===== config.mk =====
export PLATFORM = sky130hd
export DESIGN_NAME = risp_run_controller
export DESIGN_NICKNAME = d
export VERILOG_FILES = /design/src/rtl/risp_run_controller.sv
export SDC_FILE = /design/constraint.sdc
export NUM_CORES = 1
export LEC_CHECK = 0
export ABC_AREA = 1
export CAP_MARGIN = 20
export CELL_PAD_IN_SITES_DETAIL_PLACEMENT = 1
export CELL_PAD_IN_SITES_GLOBAL_PLACEMENT = 1
export CORE_ASPECT_RATIO = 1.75
export CORE_MARGIN = 3
export CORE_UTILIZATION = 38
export DETAILED_ROUTE_END_ITERATION = 16
export GPL_TIMING_DRIVEN = 0
export PLACE_DENSITY = 0.81
export SLEW_MARGIN = 0
export SYNTH_ARGS = -nofsm -noshare
export SYNTH_HDL_FRONTEND = slang
export SYNTH_SLANG_ARGS = --single-unit

===== constraint.sdc =====
create_clock -name clk -period 3.4 [get_ports clk]
set_clock_uncertainty 0.2 [all_clocks]
set_input_delay 0.85 -clock clk [delete_from_list [all_inputs] [get_ports clk]]
set_output_delay 0.85 -clock clk [all_outputs]
set_load 0.02 [all_outputs]

===== src/rtl/risp_run_controller.sv =====
// Purpose: sequences RUN / CLEAR commands for a spiking network and captures one fire word per timestep.
// Latency: a RUN accepted at cycle T enables the network in T+1..T+N; each word is valid one cycle after its step.
// Backpressure: a pending, unconsumed word stalls net_en; commands are refused until idle with no word pending.
//
// Ports:
//   clk, arstn              - clock, asynchronous active-low reset
//   cmd_valid/ready/op/run  - command handshake: op 00 RUN N timesteps, 01 CLEAR network, others NOP
//   net_en, net_clear       - network timestep enable (combinational) and registered clear pulse
//   net_fire                - output-neuron fire bits, sampled on net_en cycles
//   out_valid/ready/fires/last - one captured timestep per word; last marks the final step of a RUN
//   busy                    - high whenever the controller is not idle
module risp_run_controller #(
  parameter int NUM_OUT   = 1,
  parameter int RUN_WIDTH = 16
) (
  input  logic                 clk,
  input  logic                 arstn,
  input  logic                 cmd_valid,
  output logic                 cmd_ready,
  input  logic [1:0]           cmd_op,
  input  logic [RUN_WIDTH-1:0] cmd_run,
  output logic                 net_en,
  output logic                 net_clear,
  input  logic [NUM_OUT-1:0]   net_fire,
  output logic                 out_valid,
  input  logic                 out_ready,
  output logic [NUM_OUT-1:0]   out_fires,
  output logic                 out_last,
  output logic                 busy
);

  localparam logic [1:0] OP_RUN   = 2'b00;
  localparam logic [1:0] OP_CLEAR = 2'b01;

  typedef enum logic [1:0] {
    ST_IDLE  = 2'd0,
    ST_RUN   = 2'd1,
    ST_CLEAR = 2'd2
  } state_t;

  state_t                 r_state;
  state_t                 w_state_nxt;
  logic [RUN_WIDTH-1:0]   r_remaining;
  logic [RUN_WIDTH-1:0]   w_remaining_nxt;
  logic                   r_out_valid;
  logic [NUM_OUT-1:0]     r_out_fires;
  logic                   r_out_last;
  logic                   r_net_clear;

  logic                   w_cmd_ready;
  logic                   w_cmd_acc;
  logic                   w_is_run;
  logic                   w_is_clear;
  logic                   w_net_en;
  logic                   w_last_step;

  // Gating with arstn keeps the handshake dead while reset is held, even
  // though the state register already reads IDLE.
  assign w_cmd_ready = arstn && (r_state == ST_IDLE) && !r_out_valid;
  assign w_cmd_acc   = cmd_valid && w_cmd_ready;

  // A zero-length RUN is accepted but behaves exactly like a NOP.
  assign w_is_run    = (cmd_op == OP_RUN) && (cmd_run != '0);
  assign w_is_clear  = (cmd_op == OP_CLEAR);

  // The network only advances when the capture register is free or being
  // drained this cycle, so no fire word is ever overwritten.
  assign w_net_en    = (r_state == ST_RUN) && (!r_out_valid || out_ready);
  assign w_last_step = (r_remaining == RUN_WIDTH'(1));

  // Next-state and remaining-count logic.
  always_comb begin
    w_state_nxt     = r_state;
    w_remaining_nxt = r_remaining;
    case (r_state)
      ST_IDLE: begin
        if (w_cmd_acc && w_is_run) begin
          w_state_nxt     = ST_RUN;
          w_remaining_nxt = cmd_run;
        end else if (w_cmd_acc && w_is_clear) begin
          w_state_nxt     = ST_CLEAR;
        end
      end
      ST_RUN: begin
        if (w_net_en) begin
          w_remaining_nxt = r_remaining - RUN_WIDTH'(1);
          if (w_last_step) begin
            w_state_nxt = ST_IDLE;
          end
        end
      end
      ST_CLEAR: begin
        // Clear lasts exactly the one cycle spent in this state.
        w_state_nxt = ST_IDLE;
      end
      default: begin
        w_state_nxt     = ST_IDLE;
        w_remaining_nxt = '0;
      end
    endcase
  end

  always_ff @(posedge clk or negedge arstn) begin
    if (!arstn) begin
      r_state     <= ST_IDLE;
      r_remaining <= '0;
    end else begin
      r_state     <= w_state_nxt;
      r_remaining <= w_remaining_nxt;
    end
  end

  // The clear pulse is registered so it coincides with the CLEAR state
  // cycle; net_en cannot be high then because the state is not RUN.
  always_ff @(posedge clk or negedge arstn) begin
    if (!arstn) begin
      r_net_clear <= 1'b0;
    end else begin
      r_net_clear <= (w_state_nxt == ST_CLEAR);
    end
  end

  // Output capture register. A capture takes priority over a consume, so a
  // simultaneous drain-and-refill leaves the new word valid.
  always_ff @(posedge clk or negedge arstn) begin
    if (!arstn) begin
      r_out_valid <= 1'b0;
      r_out_fires <= '0;
      r_out_last  <= 1'b0;
    end else if (w_net_en) begin
      r_out_valid <= 1'b1;
      r_out_fires <= net_fire;
      r_out_last  <= w_last_step;
    end else if (r_out_valid && out_ready) begin
      r_out_valid <= 1'b0;
    end
  end

  assign cmd_ready = w_cmd_ready;
  assign net_en    = w_net_en;
  assign net_clear = r_net_clear;
  assign out_valid = r_out_valid;
  assign out_fires = r_out_fires;
  assign out_last  = r_out_last;
  assign busy      = (r_state != ST_IDLE);

endmodule


* Word-level counts from Yosys, hierarchy flattened
Index checks and enable logic that the tools add are counted.
** Word-level totals
- Register bits :: 22
- Input bits :: 23
** Operators by class
- Add/subtract/negate cells :: 1
- Equality and inequality tests :: 7
- Muxes and demuxes :: 10
- Bitwise logic cells :: 1
- Reduce and logical (&&, ||, !) cells :: 16
** Operators by type and width (number)
- $pmux W16 S3 :: 1
- $mux W16 :: 2
- $eq A16 B1 Y1 const B :: 1
- $reduce_bool A16 Y1 :: 1
- $sub A16 B1 Y16 const B :: 1
- $logic_and A1 B1 Y1 :: 8
- $mux W2 :: 4
- $eq A2 B1 Y1 const B :: 2
- $eq A2 B2 Y1 const B :: 2
- $logic_not A2 Y1 :: 2
- $pmux W2 S2 :: 1
- $reduce_bool A2 Y1 :: 2
- $reduce_and A3 Y1 :: 1
- $mux W1 :: 2
- $ne A2 B1 Y1 const B :: 1
- $ne A2 B2 Y1 const B :: 1
- $logic_not A1 Y1 :: 1
- $logic_or A1 B1 Y1 :: 1
- $not A1 Y1 :: 1

* Longest topological paths before layout
- Word-level depth :: 9
- Gate-level depth with buffers :: 10
- Mapped depth without buffers :: 10

* Worst setup path before layout
OpenSTA, ideal clock, no wires.
- Path type :: input to output
- Start point :: input out_ready
- End point :: output net_en
- Arrival time :: 1.312 ns
- Data required time :: 2.350 ns
- Setup slack :: 1.038 ns
- Stages :: 3
- Path buffers :: 0
- Cells stage by stage :: or2_1 -> nand2_1 -> inv_1
** Between the ends
- Word-level cells in the longest chain between the ends :: 2
** Ends and longest elaborated chain
- from (decl) :: line 26 : input logic out_ready,
- $logic_or A1 B1 Y1 :: line 68 : assign w_net_en = (r_state == ST_RUN) && (!r_out_valid || out_ready);
- $logic_and A1 B1 Y1 :: line 68
- to (decl) :: line 22 : output logic net_en,
Every way passes these cells.

* Worst setup path after layout
Ends and elaborated chain as after synthesis.

==> results <==
==> kinds of logic (layout without fill, tap and decap cells) <==
group / Yosys count / after routing / share of synthesized area, %
buffers and inverters: 36 / 69 / 9.89
AO/OA/AOI/OAI: 21 / 21 / 7.93
flip-flops: 22 / 22 / 36.0
AND/OR/NAND/NOR: 163 / 163 / 44.6
adder cells (fa/ha/maj): 2 / 2 / 1.64
==> state kept, by name (all words and copies together), names as in the netlist <==
signal	flops
out_valid	1
net_clear	1
out_last	1
r_remaining	16
r_state	2
out_fires	1
==> cell usage after synthesis <==
| cell | instances | share of area (%) |
|---|---|---|
| a21o_1 | 1 | 0.49 |
| a21oi_1 | 1 | 0.33 |
| a32o_1 | 1 | 0.65 |
| and3_1 | 1 | 0.41 |
| buf_2 | 1 | 0.33 |
| buf_6 | 2 | 1.5 |
| clkbuf_1 | 1 | 0.25 |
| dfrtp_1 | 22 | 36 |
| ha_1 | 2 | 1.6 |
| inv_1 | 30 | 7.4 |
| inv_2 | 2 | 0.49 |
| nand2_1 | 100 | 25 |
| nand2_2 | 1 | 0.41 |
| nand2_4 | 1 | 0.74 |
| nand3_1 | 22 | 7.2 |
| nand4_1 | 1 | 0.41 |
| nor2_1 | 29 | 7.1 |
| nor2_2 | 3 | 1.2 |
| nor2_4 | 1 | 0.74 |
| nor3b_1 | 2 | 0.98 |
| o21ai_0 | 7 | 2.3 |
| o21ai_1 | 6 | 2.0 |
| o21bai_1 | 2 | 0.98 |
| o22ai_1 | 3 | 1.2 |
| or2_1 | 1 | 0.41 |
| or2_2 | 1 | 0.41 |
==> through the flow <==
step	setup WS, ns	total power [W]	instance area (um^2)	hold slack, ns
after floorplan	1.04	0.00102	1530	0.271
after global placement	-0.825	0.00126	1880	0.263
after detailed placement	-0.421	0.00128	1890	0.269
after CTS	0.0564	0.00146	1940	0.288
after global routing	0.00250	0.00161	1940	0.323
final	0.0809	0.00145	1940	0.285
==> worst paths after layout <==
path | start | to | slack, ns | cells past startpoint
worst min-delay path | out_last$_DFFE_PN0N_ | out_last$_DFFE_PN0N_ | 0.29 | 1
min in group asynchronous | arstn | r_remaining[13]$_DFFE_PN0P_ | 0.38 | 1
max in group asynchronous | arstn | r_state[1]$_DFF_PN0_ | 2.20 | 2
worst max-delay path | out_ready | net_en | 0.08 | 5
worst max register to register | r_remaining[0]$_DFFE_PN0P_ | r_remaining[8]$_DFFE_PN0P_ | 1.27 | 9
worst min register to register | out_last$_DFFE_PN0N_ | out_last$_DFFE_PN0N_ | 0.29 | 1
==> final cells by class <==
cell class                      count  area (um^2)
Timing Repair Buffer               30          307
Clock buffer                        3         41.3
Inverter                           32          120
Fill cell                         525         1800
Multi-Input combinational cell    186          828
Sequential cell                    22          551
Tap cell                           46         57.6
Buffer                              4         31.3
==> per-layer routing <==
layer | share of wire [%] | GRT usage, % | vias to the layer above
li1 | - | - | 822
met1 | 40 | 25.9 | 800
met2 | 57 | 40.5 | 27
met3 | 1.9 | 2.15 | 9
met4 | 1.9 | 8.94 | 0
met5 | 0 | 0 | -
==> power breakdown <==
group          switching (W)  internal (W)  total, W
Combinational       0.000514      0.000295  0.000809
Sequential          0.000107      0.000362  0.000469
Clock              0.0000890     0.0000793  0.000168
Total               0.000710      0.000736   0.00145
==> flow_metrics.env <==
export IMPL_gp_congestion=0.797
export IMPL_timing_final_crit_share_pct=97.6
export IMPL_ys_seq_elements=22
export IMPL_antenna_found_initial=0
export IMPL_initial_core_util_pct=40.9
export IMPL_die_area_um2=4850
export IMPL_rsz0062_at_grt="no"
export IMPL_critical_path_max_stage_delay_ns=0.62
export IMPL_clk_pin_slew_ns=0.08
export IMPL_row_count=29
export IMPL_utilization_pct=51.8
export IMPL_cts_htree_levels=1
export IMPL_grt_max_degree=14
export IMPL_post_dp_hpwl_mm=3.85
export IMPL_area_delta_synth_final_pct=26.5
export IMPL_grt_pass1_vias=1792
export IMPL_cts_resized=3
export IMPL_synthDistinctLibCells=26
export IMPL_final_cell_mix="nand2_1 (100), inv_1 (30), nor2_1 (29)"
export IMPL_path_class="primary input to primary output"
export IMPL_cpMostUsedCell="clkdlybuf4s50_1"
export IMPL_port_buffers=29
export IMPL_clock_sinks=22
export IMPL_max_freq_ghz=0.301
export IMPL_n_antenna_cell=0
export IMPL_layout_drive_gt1_share_pct=6.14
export IMPL_finalSetupViolCount=0
export IMPL_layout_nets=304
export IMPL_post_place_cells=320
export IMPL_dr_first_iter_drc_count=16
export IMPL_cp_slowest_cell="clkdlybuf4s50_1"
export IMPL_ys_seq_area_share_pct=36.0
export IMPL_critical_path_top_delay_family="buffers and inverters"
export IMPL_grt_first_pass_wirelength_mm=8.17
export IMPL_crit_arrival_ns=2.27
export IMPL_crit_chain="clkdlybuf4s50_1 -> or2_1 -> nand2_1 -> inv_1 -> clkdlybuf4s50_1"
export IMPL_leakage_nw=1.01
export IMPL_cts_tree="built"
export IMPL_via_per_inst=5.13
export IMPL_root_buffer="clkbuf_8"
export IMPL_worst_setup_path_start_kind="primary input"
export IMPL_finalHoldViolCount=0
export IMPL_fp_dieW_um=54.0
export IMPL_min_path_type="register to register"
export IMPL_hold_buffers=0
export IMPL_tightest_slew_ns=0.569
export IMPL_numCtsBuffers=3
export IMPL_vias=1658
export IMPL_grt_use_total_pct=22.6
export IMPL_finalCriticalPeriod_ns=3.32
export IMPL_endpoint_kind="primary output"
export IMPL_maxSlewHeadroom_pct=62.1
export IMPL_netlist_area_um2=1530
export IMPL_status="finished clean"
export IMPL_clkLatencyLatePin_ns=0.26
export IMPL_power_density_nw_per_um2=747
export IMPL_yosys_warnings=0
export IMPL_avgSynthCellArea_um2=6.27
export IMPL_wl_per_cell_um=15.0
export IMPL_timing_max_cap_violations=0
export IMPL_required_ns=2.35
export IMPL_fin_cells=323
export IMPL_syn_instance_count=244
export IMPL_grt_ovfl_total=0
export IMPL_drc=0
export IMPL_synthesis_nets=269
export IMPL_clk_path_buf_depth=2
export IMPL_tns_ns=0
export IMPL_ios=30
export IMPL_first_pass_iters=4
export IMPL_cp_max_fo=4
export IMPL_ir_worst_vdd_uv=354
export IMPL_postRouteAntennaNets=0
export IMPL_totalWireLength_mm=4.86
export IMPL_core_area_um2=3740
export IMPL_drv_slew=0
export IMPL_final_common_cell="nand2_1"
export IMPL_cp_num_buf_inv=3
export IMPL_dieHeight_um=89.9
export IMPL_postCtsSetupBuffers=0
(Power assumes the default switching activity.)
